File: src/rtl/fifo_dram_stream_reader_pkg.sv
// Shared helpers for the DRAM-backed stream FIFO: address/pointer width math and output reset value.
package fifo_dram_stream_reader_pkg;

    function automatic int clogb2(input int value);
        int r;
        r = 0;
        for (int v = value - 1; v > 0; v = v >> 1) begin
            r++;
        end
        return r;
    endfunction

    // Pointers carry one extra wrap bit above the storage address.
    function automatic int ptr_width(input int depth);
        return clogb2(depth) + 1;
    endfunction

    localparam logic out_rst_bit = 1'b0;

endpackage

File: src/rtl/dram_simple_dual_port.sv
// Simple dual-port RAM: sync write on port A, async read on port B with optional output register.
// One cycle read latency with the register; dout_b holds whenever ren_b is low.
module dram_simple_dual_port
    import fifo_dram_stream_reader_pkg::*;
#(
    parameter int mem_width = 24,
    parameter int mem_depth = 32,
    parameter use_output_register = "true",
    parameter logic [mem_width-1:0] output_register_init_v = '0,
    parameter INIT_FILE = "no_init",
    parameter int simulation_delay = 1
) (
    input  logic                         clk,
    input  logic                         rst_n,
    input  logic                         wen_a,
    input  logic [clogb2(mem_depth)-1:0] addr_a,
    input  logic [mem_width-1:0]         din_a,
    input  logic                         ren_b,
    input  logic [clogb2(mem_depth)-1:0] addr_b,
    output logic [mem_width-1:0]         dout_b
);

    logic [mem_width-1:0] mem [mem_depth];

    // Simulation-only knobs with no synthesizable effect.
    logic cfg_unused;
    assign cfg_unused = (simulation_delay < 0) ^ (INIT_FILE == "no_init");

    always_ff @(posedge clk) begin
        if (wen_a) begin
            mem[addr_a] <= din_a;
        end
    end

    if (use_output_register == "true") begin : g_oreg
        always_ff @(posedge clk or negedge rst_n) begin
            if (!rst_n) begin
                dout_b <= output_register_init_v;
            end else if (ren_b) begin
                dout_b <= mem[addr_b];
            end
        end
    end else begin : g_comb
        assign dout_b = mem[addr_b];
    end

endmodule

File: src/rtl/fifo_dram_stream_reader.sv
// FIFO on a registered-output DRAM streaming as valid/ready master; write to m_axis_valid is 2 edges.
// Stalls hold the DRAM output register; writes while storage full drop (optional FIFO_ALMOST_FULL_EN).
module fifo_dram_stream_reader
    import fifo_dram_stream_reader_pkg::*;
#(
    parameter int fifo_width = 24,
    parameter int fifo_depth = 32,
    parameter int simulation_delay = 1
`ifdef FIFO_ALMOST_FULL_EN
    ,
    parameter int almost_full_th = fifo_depth - 2
`endif
) (
    input  logic                          clk,
    input  logic                          rst_n,
    input  logic                          fifo_wen,
    input  logic [fifo_width-1:0]         fifo_din,
    output logic                          fifo_full,
    output logic                          fifo_full_n,
    output logic [fifo_width-1:0]         m_axis_data,
    output logic                          m_axis_valid,
    input  logic                          m_axis_ready,
    output logic [clogb2(fifo_depth)+1:0] data_cnt
`ifdef FIFO_ALMOST_FULL_EN
    ,
    output logic                          fifo_almost_full
`endif
);

    localparam int pw = ptr_width(fifo_depth);
    localparam int aw = pw - 1;
    localparam int cw = clogb2(fifo_depth) + 2;

    logic [pw-1:0] wptr;
    logic [pw-1:0] rptr;
    logic [pw-1:0] store_cnt;
    logic          store_empty;
    logic          wen;
    logic          ren_b;

    assign store_cnt   = wptr - rptr;
    assign store_empty = (wptr == rptr);
    assign fifo_full   = (wptr[aw-1:0] == rptr[aw-1:0]) && (wptr[aw] != rptr[aw]);
    assign fifo_full_n = !fifo_full;
    assign wen         = fifo_wen && !fifo_full;
    // Refill the output stage only when it is empty or being consumed this cycle.
    assign ren_b       = !store_empty && (!m_axis_valid || m_axis_ready);
    assign data_cnt    = cw'(store_cnt) + cw'(m_axis_valid);

    always_ff @(posedge clk or negedge rst_n) begin
        if (!rst_n) begin
            wptr         <= '0;
            rptr         <= '0;
            m_axis_valid <= 1'b0;
        end else begin
            if (wen) begin
                wptr <= wptr + 1'b1;
            end
            if (ren_b) begin
                rptr <= rptr + 1'b1;
            end
            if (ren_b) begin
                m_axis_valid <= 1'b1;
            end else if (m_axis_ready) begin
                m_axis_valid <= 1'b0;
            end
        end
    end

`ifdef FIFO_ALMOST_FULL_EN
    logic [pw-1:0] store_cnt_nxt;
    assign store_cnt_nxt = (wptr + pw'(wen)) - (rptr + pw'(ren_b));

    always_ff @(posedge clk or negedge rst_n) begin
        if (!rst_n) begin
            fifo_almost_full <= 1'b0;
        end else begin
            fifo_almost_full <= (int'(store_cnt_nxt) >= almost_full_th);
        end
    end
`endif

    dram_simple_dual_port #(
        .mem_width              (fifo_width),
        .mem_depth              (fifo_depth),
        .use_output_register    ("true"),
        .output_register_init_v ({fifo_width{out_rst_bit}}),
        .INIT_FILE              ("no_init"),
        .simulation_delay       (simulation_delay)
    ) u_dram (
        .clk    (clk),
        .rst_n  (rst_n),
        .wen_a  (wen),
        .addr_a (wptr[aw-1:0]),
        .din_a  (fifo_din),
        .ren_b  (ren_b),
        .addr_b (rptr[aw-1:0]),
        .dout_b (m_axis_data)
    );

endmodule
File: config.mk
export PLATFORM = sky130hd
export DESIGN_NAME = fifo_dram_stream_reader
export DESIGN_NICKNAME = d
export VERILOG_FILES = /design/src/rtl/fifo_dram_stream_reader_pkg.sv /design/src/rtl/dram_simple_dual_port.sv /design/src/rtl/fifo_dram_stream_reader.sv
export SDC_FILE = /design/constraint.sdc
export NUM_CORES = 1
export LEC_CHECK = 0
export CAP_MARGIN = 15
export CORE_MARGIN = 10
export CORE_UTILIZATION = 50
export DETAILED_ROUTE_END_ITERATION = 6
export PLACE_DENSITY = 0.66
export REMOVE_ABC_BUFFERS = 1
export SLEW_MARGIN = 20
export SYNTH_ARGS = -nofsm -noshare
export SYNTH_HDL_FRONTEND = slang
export SYNTH_HIERARCHICAL = 1
export SYNTH_SLANG_ARGS = --single-unit
File: constraint.sdc
create_clock -name clk -period 4.9 [get_ports clk]
set_clock_uncertainty 0.1 [all_clocks]
set_input_delay 0.735 -clock clk [delete_from_list [all_inputs] [get_ports clk]]
set_output_delay 0.735 -clock clk [all_outputs]
set_load 0.005 [all_outputs]
; Word-level counts from Yosys, hierarchy flattened
; Memories as Yosys holds them, arrays and structs flattened. A register that Yosys moved wholly into a read port is not among the register bits.
; Index checks and enable logic that the tools add are counted.
[classes]
n_addsub = 4
n_mux = 4
reduce_logical = 9
n_eq_ne = 3
[op_table]
columns = operator, n
row1 = $add A6 B1 Y6 const B, 2
row2 = $add A6 B1 Y7, 1
row3 = $eq A6 B6 Y1, 1
row4 = $sub A6 B6 Y6, 1
row5 = $eq A5 B5 Y1, 1
row6 = $logic_not A1 Y1, 4
row7 = $mux W1, 4
row8 = $logic_and A1 B1 Y1, 3
row9 = $reduce_bool A2 Y1, 1
row10 = $logic_or A1 B1 Y1, 1
row11 = $ne A1 B1 Y1, 1
[word_totals]
ramBits = 768
ff_bits = 13
wordCells = 24
memories = 1
in_bits = 28
[mem_list]
columns = memory, words, word_bits, read_ports, rd_clocked_by_memory_dff, wr, line_no
row1 = u_dram.mem, 32, 24, 1, 1, 1, dram_simple_dual_port.sv:23  ; logic [mem_width-1:0] mem [mem_depth];

; Logic depth before layout (Yosys ltp)
; Gate-level depths: netlist of run 1.
[depth]
ltp_word = 6
ltp_mapped = 9

; Modules after synthesis
; The synthesis of run 1 kept the hierarchy.
[modules_own_cells]
columns = mod, seq_area_each_um2, area_per_inst_um2, cells_each, instances
row1 = dram_simple_dual_port, 23662.7, 30805.8, 1666, 1
row2 = fifo_dram_stream_reader, 325.3, 917.1, 90, 1

; Worst setup path after synthesis of run 1
; No wires, ideal clock.
[synth_path]
kind = register to register
start = register rptr[2]
end = memory u_dram.mem[28][0], enable pin
setup_time_ps = 405
stages_incl_launch_ff = 10
slack_ps = 1368
t_required_ps = 4395
arrival_time_ps = 3028
n_path_buf = 1
cell_sequence = dfrtp_1 > inv_1 > ha_1 > and4_1 > nand3_2 > nand2_2 > inv_2 > or3b_2 > clkbuf_1 > nor2_1
[synth_via]
elab_chain_cells = 6
[synth_lines]
columns = item, line_no
row1 = "start, declared", fifo_dram_stream_reader.sv:35  ; logic [pw-1:0] rptr;
row2 = "start signal, assigned", fifo_dram_stream_reader.sv:60  ; rptr <= rptr + 1'b1;
row3 = $eq A5 B5 Y1, fifo_dram_stream_reader.sv:43  ; assign fifo_full = (wptr[aw-1:0] == rptr[aw-1:0]) && (wptr[aw] != rptr[aw]);
row4 = $logic_and A1 B1 Y1, fifo_dram_stream_reader.sv:43
row5 = $logic_not A1 Y1, -
row6 = via fifo_full_n, fifo_dram_stream_reader.sv:19  ; output logic fifo_full_n,
row7 = $logic_and A1 B1 Y1, fifo_dram_stream_reader.sv:45  ; assign wen = fifo_wen && !fifo_full;
row8 = via wen, fifo_dram_stream_reader.sv:38  ; logic wen;
row9 = $mux W1, dram_simple_dual_port.sv:30  ; if (wen_a) begin
row10 = $mux W1 (not written as such), dram_simple_dual_port.sv:31  ; mem[addr_a] <= din_a;
row11 = "end, declared", dram_simple_dual_port.sv:23
; The timed path passes the listed nets, and every way through them passes these cells.

; Final worst setup path of run 1
[layout_path]
start = register rptr[0]
end = output data_cnt[5]
[layout_via]
elab_chain_cells = 2
[layout_lines]
columns = item, line_no
row1 = $sub A6 B6 Y6, fifo_dram_stream_reader.sv:41  ; assign store_cnt = wptr - rptr;
row2 = $add A6 B1 Y7, fifo_dram_stream_reader.sv:48  ; assign data_cnt = cw'(store_cnt) + cw'(m_axis_valid);
row3 = "end, declared", fifo_dram_stream_reader.sv:23  ; output logic [clogb2(fifo_depth)+1:0] data_cnt
; Every way passes these cells.

==> implementation parameters, run 1 <==
Parameter                              Value

Clock tree
  Clock Latency Late Sink    0.63 ns
  Number of H-tree levels    3
  TritonCTS clock tree    yes
  Total of cells resized after clock tree synthesis    0
  Root cell of the clock tree    sky130_fd_sc_hd__clkbuf_16
  Reg clk slew, reported paths    0.06 ns
  Post-CTS repair timing setup buffer count    0
  Number of hold buffers added after CTS    0
  CTS buffer count    81
  Max Root-Sink Buffers    3
  Sinks on Clock Net    805

Worst hold path
  Class of the tightest hold or removal check    in2async

Timing
  Final slew viol count    0
  Post-route worst hold slack    0.142 ns
  Headroom to the max-slew limit    26.5%
  Worst Slack Setup Final    0.650 ns
  Setup violations, final    0
  Maximum operating frequency    235 MHz
  Period utilisation layout    86.7%
  Least-Margin Pin Slew    1.10 ns
  RSZ-0062 raised after global routing    false
  Total count of hold-check failures in the final report    0
  Crit path time final    4.25 ns
  Setup TNS    0 ns

Pwr
  Power density relative to cell area    583 nW/um^2
  Total power    20.9 mW
  Reported leakage power    12.3 nW
  Maximum ir drop on the vdd rail    0.932 mV

Worst setup path
  CP Launch Type    register
  Required arrival time at the worst endpoint    4.07 ns
  Cells along the critical path    ha_1 > inv_1 > fa_1 > a21o_1 > a21oi_1 > xnor2_1 > nand3_1 > xor2_1 > clkdlybuf4s50_1
  Slowest cell on the critical path    sky130_fd_sc_hd__dfrtp_4
  Path depth of the worst reg2reg path    7
  Worst setup EP type    output port
  Type of the worst setup path    reg2out
  Worst EP arrival    3.41 ns
  Maximum fanout along the worst path    20
  Largest stage delay on the critical path    0.70 ns

Yosys
  Area fraction of the dominant cell type after synthesis    72.7%
  Synth unique cells    45
  Ys async rst share    4.60%
  Adder and majority cell fraction of the synthesized area    0.418%
  Post-synthesis simple-gate area fraction    1.79%
  Synthesized netlist cell count    1,756
  Top post-synthesis cells by area    sky130_fd_sc_hd__edfxtp_1 (73%), sky130_fd_sc_hd__mux2i_1 (12%), sky130_fd_sc_hd__a22oi_1 (4.5%)
  Number of synthesized register bits    805
  Mux share of post-synthesis cell area    13.0%
  Total number of yosys warnings    6
  Part of the Yosys area used for sequential elements    75.6%
  Largest family of logic cells by synthesized area    multiplexers
  Primary flip-flop cell chosen by synthesis mapping    sky130_fd_sc_hd__edfxtp_1
  Area of the mapped netlist    31,700 sq um
  Cell type contributing the most total cell area after synthesis    sky130_fd_sc_hd__edfxtp_1
  Average cell area after synthesis    18.1 sq um
  Synthesized-area fraction occupied by ao, oa, aoi and oai cells    6.33%
  Count of flip-flops with a built-in enable after synthesis    768
  Top-count cell post-synth    sky130_fd_sc_hd__edfxtp_1
  Xor/xnor cell area share of the yosys netlist    0.548%
  Commonest cells in the netlist    sky130_fd_sc_hd__edfxtp_1 (768), sky130_fd_sc_hd__mux2i_1 (384), sky130_fd_sc_hd__a22oi_1 (192)

GRT
  First-pass GRT wire length    110,000 um
  Vias in the first global route    16,600
  Pin count of the biggest net entering global routing    144
  Aggregate global routing overflow    0
  Global routing usage summed across all routing layers    20.1%
  Number of antenna violations at the first check in global routing    1

Place
  Total placed instance area    33,400 sq um
  Detailed placement HPWL    43,300 um
  Total of buffers placed on input and output ports    61
  Number of placed instances with taps included    2,609
  Placer's final routability congestion estimate    0.826
  Worst slack, placed    1.11 ns

Finish
  Fraction of final layout cells with drive strength greater than 1    12.5%
  Antenna diode count    0
  Filler-free cell count of the finished design    2,757
  Net count, final    1,884
  Final non-filler cell area    35,900 sq um
  Finished Core Util    57.1%
  Relative area change from synthesis to final layout    13.3%

Routing
  Initial detailed-routing violation count    1,733
  Mean number of vias per cell    5.98
  Wirelength, routed    75,000 um
  First drt pass iteration count    5
  Total vias in the final route    16,500
  Mean routed wirelength per cell    27.2 um
  Final antenna-violating net count    0
  Number of remaining DRC errors    0

Floorplanning
  Row Count    92
  Core region area    63,000 sq um
  Initial Utilization    50.4%
  Count of pins on the block boundary    62
  Die Outline Area    73,900 sq um
  Die width    272 um
  Die Y-Extent    272 um

Outcome
  Status    complete, no violations

Job
  Number of max-cap violations    0
==> final timing paths <==
path | slack (ns) | end | startpoint
min in group clk | 0.41 | u_dram/dout_b[10] | u_dram/dout_b[10]
min | 0.14 | wptr[5] | rst_n
max | 0.65 | data_cnt[5] | rptr[0]
max in group asynchronous | 4.03 | rptr[0] | rst_n
max reg2reg | 1.04 | u_dram/mem[18][9] | rptr[0]
min reg2reg | 0.41 | u_dram/dout_b[10] | u_dram/dout_b[10]
==> worst max-delay path, delay by kind of cell (launching register included) <==
| family | cells | cell delay [ns] |
|---|---|---|
| flip-flops | 1 | 0.70 |
| adder cells (fa/ha/maj) | 2 | 0.65 |
| buffers and inverters | 2 | 0.58 |
| XOR/XNOR | 2 | 0.36 |
| AO/OA/AOI/OAI | 2 | 0.34 |
| AND/OR/NAND/NOR | 1 | 0.15 |
==> power breakdown <==
group          switching, mW  internal, mW  total, mW
Combinational           3.94          2.64       6.58
Sequential             0.299          8.12       8.42
Clock                   2.51          3.43       5.93
==> sequential cells by signal, summed over array words and instances (netlist names) <==
register / flops
u_dram/mem: 768
rptr: 6
wptr: 6
u_dram/dout_b: 24
m_axis_valid: 1
==> kinds of logic (layout without fill, tap and decap cells) <==
group / Yosys count / count (layout)
buffers and inverters: 111 / 266
muxes: 408 / 408
and+or+nand+nor: 106 / 106
DFF: 805 / 805
adders and majority gates: 10 / 10
AOI/OAI and AO/OA: 297 / 297
xor gates and xnor gates: 19 / 19
==> layer usage <==
| metal | track usage [%] | wire length [um] |
|---|---|---|
| met2 | 32.5 | 36200 |
| met5 | 0 | 0 |
| met3 | 3.74 | 5390 |
| met1 | 27.2 | 31600 |
| met4 | 6.58 | 1830 |
==> final cells by class <==
class	instances	area (sq um)
flip-flops and latches	805	24000
repair buffers	109	1030
multi-input cells	840	7260
clock buffers	108	2200
well taps	846	1060
fillers	4663	27000
clock inverters	40	355
inverters	9	33.8
==> placed cells by master (no fill, tap or decap), types with 3 or more instances in the layout <==
cell,n
sky130_fd_sc_hd__inv_1,8
sky130_fd_sc_hd__clkinv_2,10
sky130_fd_sc_hd__clkbuf_16,82
sky130_fd_sc_hd__nand3_1,5
sky130_fd_sc_hd__buf_4,41
sky130_fd_sc_hd__clkinv_8,3
sky130_fd_sc_hd__nor2_1,3
sky130_fd_sc_hd__clkbuf_8,5
sky130_fd_sc_hd__dfrtp_1,36
sky130_fd_sc_hd__buf_2,5
sky130_fd_sc_hd__or3b_2,3
sky130_fd_sc_hd__mux2_2,24
sky130_fd_sc_hd__nand2_1,9
sky130_fd_sc_hd__a22oi_1,192
sky130_fd_sc_hd__bufinv_16,5
sky130_fd_sc_hd__nor2_4,33
sky130_fd_sc_hd__clkdlybuf4s50_1,56
sky130_fd_sc_hd__ha_1,9
sky130_fd_sc_hd__inv_6,3
sky130_fd_sc_hd__nand4_1,5
sky130_fd_sc_hd__a21oi_1,97
sky130_fd_sc_hd__xnor2_1,11
sky130_fd_sc_hd__mux2i_1,384
sky130_fd_sc_hd__xor2_1,7
sky130_fd_sc_hd__nand3b_1,5
sky130_fd_sc_hd__clkinv_1,17
sky130_fd_sc_hd__edfxtp_1,768
sky130_fd_sc_hd__clkbuf_1,21
sky130_fd_sc_hd__buf_12,7
sky130_fd_sc_hd__nor4_1,25
Note: power is estimated with default switching activity, not from simulation.
==> inputs of run 2 (changes only) <==
--- a/config.mk
+++ b/config.mk
@@ -8,11 +8,11 @@
 export CAP_MARGIN = 15
 export CORE_MARGIN = 10
 export CORE_UTILIZATION = 50
+export CTS_CLUSTER_SIZE = 24
 export DETAILED_ROUTE_END_ITERATION = 6
-export PLACE_DENSITY = 0.66
+export PLACE_DENSITY = 0.69
 export REMOVE_ABC_BUFFERS = 1
 export SLEW_MARGIN = 20
 export SYNTH_ARGS = -nofsm -noshare
 export SYNTH_HDL_FRONTEND = slang
-export SYNTH_HIERARCHICAL = 1
 export SYNTH_SLANG_ARGS = --single-unit
==> constraint.sdc (replaced) <==
create_clock -name clk -period 3.8 [get_ports clk]
set_clock_uncertainty 0.1 [all_clocks]
set_input_delay 0.57 -clock clk [delete_from_list [all_inputs] [get_ports clk]]
set_output_delay 0.57 -clock clk [all_outputs]
set_load 0.005 [all_outputs]
==> implementation parameters, run 2 <==
Parameter                              Value

Finish
  Net count, final    1,638
  Final non-filler cell area    35,300 sq um
  Fraction of final layout cells with drive strength greater than 1    23.3%
  Finished Core Util    57.4%
  Relative area change from synthesis to final layout    14.1%
  Register containing the most flip-flops in the final layout    u_dram.mem
  Largest regs    u_dram.mem x768, u_dram.dout_b x24
  Final-layout fill cell count    4,409
  Most common cell after layout, fill and taps aside    sky130_fd_sc_hd__edfxtp_1
  Top library cells by usage in the layout, fill and taps aside    sky130_fd_sc_hd__edfxtp_1 (768), sky130_fd_sc_hd__mux4_2 (148), sky130_fd_sc_hd__mux2i_1 (92)
  Filler-free cell count of the finished design    2,455
  Flip-flop count of the largest register after layout    768

Pwr
  Maximum ir drop on the vdd rail    0.622 mV
  Reported leakage power    11.4 nW
  Total power    26.3 mW
  Power density relative to cell area    743 nW/um^2

Worst setup path
  Type of the worst setup path    reg2out
  Cells along the critical path    inv_2 > ha_2 > inv_1 > fa_2 > a21o_1 > a21oi_2 > xnor2_2 > buf_4 > xnor2_1 > clkdlybuf4s50_1
  Worst setup EP type    output port
  Maximum fanout along the worst path    4
  CP Launch Type    register
  Worst EP arrival    3.01 ns
  Largest stage delay on the critical path    0.53 ns
  Kind of cell adding the most delay to the critical path    buffers and inverters
  Required arrival time at the worst endpoint    3.13 ns
  Slowest cell on the critical path    sky130_fd_sc_hd__clkdlybuf4s50_1
  Count of buffering cells on the critical path with inverters included    4

Yosys
  Total number of yosys warnings    0
  Part of the Yosys area used for sequential elements    77.5%
  Commonest cells in the netlist    sky130_fd_sc_hd__edfxtp_1 (768), sky130_fd_sc_hd__mux4_2 (148), sky130_fd_sc_hd__mux2i_1 (92)
  Ys async rst share    4.60%
  Number of synthesized register bits    805
  Area fraction of the dominant cell type after synthesis    74.5%
  Top post-synthesis cells by area    sky130_fd_sc_hd__edfxtp_1 (74%), sky130_fd_sc_hd__mux4_2 (11%), sky130_fd_sc_hd__dfrtp_1 (3.0%)
  Synth unique cells    41
  Average cell area after synthesis    21.0 sq um
  Area of the mapped netlist    31,000 sq um
  Top-count cell post-synth    sky130_fd_sc_hd__edfxtp_1
  Synthesized netlist cell count    1,476
  Count of flip-flops with a built-in enable after synthesis    768
  Cell type contributing the most total cell area after synthesis    sky130_fd_sc_hd__edfxtp_1
  Primary flip-flop cell chosen by synthesis mapping    sky130_fd_sc_hd__edfxtp_1

Routing
  Total vias in the final route    15,000
  First drt pass iteration count    5
  Wirelength, routed    66,600 um
  Mean number of vias per cell    6.12
  Number of remaining DRC errors    0
  Initial detailed-routing violation count    1,559
  Mean routed wirelength per cell    27.1 um
  Final antenna-violating net count    0

Place
  Total of buffers placed on input and output ports    61
  Total placed instance area    32,800 sq um
  Worst slack, placed    0.456 ns
  Number of placed instances with taps included    2,300
  Detailed placement HPWL    37,000 um
  Placer's final routability congestion estimate    0.802

Timing
  Headroom to the max-slew limit    28.4%
  Final slew viol count    0
  Maximum operating frequency    272 MHz
  Post-route worst hold slack    0.375 ns
  Worst Slack Setup Final    0.122 ns
  Crit path time final    3.68 ns
  Period utilisation layout    96.8%
  Total count of hold-check failures in the final report    0
  Setup TNS    0 ns
  Setup violations, final    0
  Least-Margin Pin Slew    1.07 ns

Floorplanning
  Die Y-Extent    269 um
  Die width    269 um
  Die Outline Area    72,300 sq um
  Core region area    61,500 sq um
  Initial Utilization    50.4%
  Count of pins on the block boundary    62
  Row Count    91

Clock tree
  Sinks on Clock Net    805
  TritonCTS clock tree    yes
  Root cell of the clock tree    sky130_fd_sc_hd__clkbuf_16
  Number of H-tree levels    3
  Reg clk slew, reported paths    0.06 ns
  Max Root-Sink Buffers    3
  Clock Latency Late Sink    0.61 ns
  CTS buffer count    80

GRT
  Global routing usage summed across all routing layers    18.7%
  Aggregate global routing overflow    0
  Pin count of the biggest net entering global routing    151
  Vias in the first global route    15,400
  First-pass GRT wire length    99,500 um
  Number of antenna violations at the first check in global routing    0

Outcome
  Status    complete, no violations

Job
  Number of max-cap violations    0

Worst hold path
  Class of the tightest hold or removal check    in2reg
## run 2: final cells by class
cell class | count | area, sq um | share of cell area (%)
sequential | 805 | 24000 | 67.9
multi-input combinational | 577 | 6670 | 18.9
tap | 790 | 988 | 2.80
inverter | 13 | 48.8 | 0.138
antenna | 2 | 5.00 | 0.0142
clock buffer | 110 | 2220 | 6.28
clock inverter | 38 | 288 | 0.815
timing repair buffer | 120 | 1110 | 3.13
## run 2: cells by family after synthesis
logic type	count (synthesis)	synth area share (%)
flip-flops	805	77.5
AND/OR/NAND/NOR	131	1.89
adder cells (fa/ha/maj)	13	0.550
XOR/XNOR	17	0.481
buffers and inverters	94	1.55
AO/OA/AOI/OAI	176	4.32
multiplexers	240	13.7
## run 2: metal layers
metal | global-route usage, % | vias to the layer above | part of all wire [%]
met2 | 30.4 | 530 | 50
met4 | 6.18 | 0 | 2.5
li1 | - | 6455 | -
met5 | 0 | - | 0
met3 | 3.26 | 103 | 6.7
met1 | 25.4 | 7926 | 41
## run 2: timing repair
action                                 CTS  global route
buffers inserted                         1             3
endpoints found under the hold margin    0            37
hold buffers                             0             1
resized for setup                        4             6
pin swaps                                0             3
setup endpoints to repair                3             3
## run 2: worst paths after layout
kind	start	endpoint	slack (ns)	cells after the start
worst max register to register	rptr[2]	u_dram.dout_b[17]	0.69	10
worst min register to register	u_dram.dout_b[4]	u_dram.dout_b[4]	0.42	1
max in group asynchronous	rst_n	rptr[0]	2.71	2
worst min-delay path	fifo_din[20]	u_dram.mem[5][20]	0.38	1
worst max-delay path	wptr[0]	data_cnt[4]	0.12	10
min in group asynchronous	rst_n	m_axis_valid	0.41	2
## run 2: power by group
group          total, mW  leakage, nW  switching, mW  internal, mW
logic               7.98         2.83           4.43          3.55
clock network       7.52         1.23           3.16          4.36
registers           10.7         7.37          0.325          10.4
==> inputs of run 3 (changes only) <==
--- a/config.mk
+++ b/config.mk
@@ -8,9 +8,8 @@
 export CAP_MARGIN = 15
 export CORE_MARGIN = 10
 export CORE_UTILIZATION = 50
-export CTS_CLUSTER_SIZE = 24
 export DETAILED_ROUTE_END_ITERATION = 6
-export PLACE_DENSITY = 0.69
+export PLACE_DENSITY_LB_ADDON = 0.25
 export REMOVE_ABC_BUFFERS = 1
 export SLEW_MARGIN = 20
 export SYNTH_ARGS = -nofsm -noshare
==> implementation parameters, run 3 (synthesized netlist as in run 2, its figures left out) <==
Parameter                              Value

Finish
  Register containing the most flip-flops in the final layout    u_dram.mem
  Filler-free cell count of the finished design    2,448
  Finished Core Util    57.3%
  Final non-filler cell area    35,200 sq um
  Flip-flop count of the largest register after layout    768
  Largest regs    u_dram.mem x768, u_dram.dout_b x24
  Net count, final    1,636
  Top library cells by usage in the layout, fill and taps aside    sky130_fd_sc_hd__edfxtp_1 (768), sky130_fd_sc_hd__mux4_2 (148), sky130_fd_sc_hd__mux2i_1 (92)
  Most common cell after layout, fill and taps aside    sky130_fd_sc_hd__edfxtp_1
  Fraction of final layout cells with drive strength greater than 1    23.2%
  Relative area change from synthesis to final layout    13.8%

Worst setup path
  Worst reg2reg endpoint    u_dram.mem[24][2]
  Reg-to-reg startpoint    wptr[2]
  CP Launch Type    register
  Reg2Reg Setup Slack    0.66 ns
  Worst EP arrival    2.97 ns
  Type of the worst setup path    reg2out
  Path depth of the worst reg2reg path    7
  Worst setup EP type    output port
  Maximum fanout along the worst path    5
  Required arrival time at the worst endpoint    3.13 ns

Timing
  Setup TNS    0 ns
  Crit path time final    3.64 ns
  Setup violations, final    0
  RSZ-0062 raised after global routing    false
  Final slew viol count    0
  Maximum operating frequency    275 MHz
  Worst Slack Setup Final    0.158 ns
  Period utilisation layout    95.8%
  Post-route worst hold slack    0.0282 ns
  Headroom to the max-slew limit    29.4%
  Least-Margin Pin Slew    1.05 ns
  Total count of hold-check failures in the final report    0

Routing
  Initial detailed-routing violation count    1,492
  First drt pass iteration count    5
  Wirelength, routed    68,300 um
  Total vias in the final route    15,000
  Mean number of vias per cell    6.14
  Number of remaining DRC errors    0
  Mean routed wirelength per cell    27.9 um
  Final antenna-violating net count    0

Place
  Placer's final routability congestion estimate    0.794
  Worst slack, placed    0.496 ns
  Detailed placement HPWL    37,400 um
  Total of buffers placed on input and output ports    61
  Number of placed instances with taps included    2,301
  Total placed instance area    32,800 sq um

Floorplanning
  Row Count    91
  Die width    269 um
  Count of pins on the block boundary    62
  Core region area    61,500 sq um
  Die Y-Extent    269 um
  Die Outline Area    72,300 sq um
  Initial Utilization    50.4%

GRT
  Global routing usage summed across all routing layers    19.2%
  Vias in the first global route    15,400
  First-pass GRT wire length    102,000 um
  Number of antenna violations at the first check in global routing    2
  Aggregate global routing overflow    0
  Pin count of the biggest net entering global routing    151

Clock tree
  Number of hold buffers added after CTS    0
  Max Root-Sink Buffers    3
  Number of H-tree levels    3
  Root cell of the clock tree    sky130_fd_sc_hd__clkbuf_16
  TritonCTS clock tree    yes
  CTS buffer count    81
  Reg clk slew, reported paths    0.05 ns
  Clock Latency Late Sink    0.62 ns
  Sinks on Clock Net    805

Outcome
  Status    complete, no violations

Pwr
  Power density relative to cell area    743 nW/um^2
  Reported leakage power    11.4 nW
  Total power    26.2 mW
  Switching Fraction    30.3%
  Power share of the combinational group    30.3%
  Clock power frac    28.6%
  Seq pwr share    41.1%
  Maximum ir drop on the vdd rail    0.680 mV
  Internal Dissipation    18.2 mW
  Switching power of the nets    7.93 mW

Job
  Number of max-cap violations    0

Worst hold path
  Class of the tightest hold or removal check    in2async
-- run 3: changes by cell type in the layout (fill, tap and decap cells not counted), moves of 4 or more --
cell                              change
sky130_fd_sc_hd__clkinv_1             +9
sky130_fd_sc_hd__clkbuf_1             -8
sky130_fd_sc_hd__buf_12               -5
sky130_fd_sc_hd__nor2_2               -5
sky130_fd_sc_hd__nor2_4               +5
sky130_fd_sc_hd__buf_2                +4
sky130_fd_sc_hd__clkbuf_8             -4
sky130_fd_sc_hd__clkdlybuf4s50_1      -4
sky130_fd_sc_hd__inv_6                -4
-- run 3: what timing repair did --
action                                  CTS  global route
endpoints found under the setup margin    2             1
resized for setup                         4             5
setup buffers                             1             0
-- run 3: power groups by stage --
stage / Sequential [mW] / Clock (mW) / Combinational, mW
after floorplan: 11.3 / 0 / 4.17
after global placement: 10.9 / 0 / 7.84
after detailed placement: 10.9 / 0 / 7.94
after CTS: 10.8 / 7.64 / 8.00
after global routing: 10.8 / 7.99 / 8.51
final: 10.7 / 7.49 / 7.93
-- run 3: layout make-up --
cell class,instances,area [sq um]
clock inverters,44,288
diodes,1,2.50
fillers,4495,26300
well taps,790,988
multi-input cells,577,6690
inverters,13,48.8
clock buffers,101,2210
repair buffers,117,1000
flip-flops and latches,805,24000
-- run 3: worst max-delay path: stages (launching register included) --
cell and delay (ns):
sky130_fd_sc_hd__dfrtp_4 0.49, sky130_fd_sc_hd__inv_1 0.14, sky130_fd_sc_hd__ha_1 0.26, sky130_fd_sc_hd__nor2b_1 0.13
sky130_fd_sc_hd__o21ai_0 0.29, sky130_fd_sc_hd__a21o_1 0.28, sky130_fd_sc_hd__nand4_1 0.13, sky130_fd_sc_hd__xnor2_1 0.14
sky130_fd_sc_hd__clkdlybuf4s50_1 0.52
-- run 3: worst max path at each step --
stage	to	depth (start not counted)	startpoint
2_1_floorplan	u_dram.mem[31][0]	4	rptr[0]
3_3_place_gp	data_cnt[6]	10	wptr[0]
3_5_place_dp	data_cnt[6]	10	wptr[0]
4_1_cts	data_cnt[5]	8	rptr[4]
5_1_grt	data_cnt[4]	8	rptr[1]
6_report	data_cnt[4]	8	rptr[1]
-- run 3: layer usage --
metal	GRT usage (%)	part of all wire (%)	vias up
met5	0	0.019	-
met4	6.10	2.4	2
met3	3.05	6.0	111
met2	31.2	49	484
met1	26.4	42	7997
li1	-	-	6447
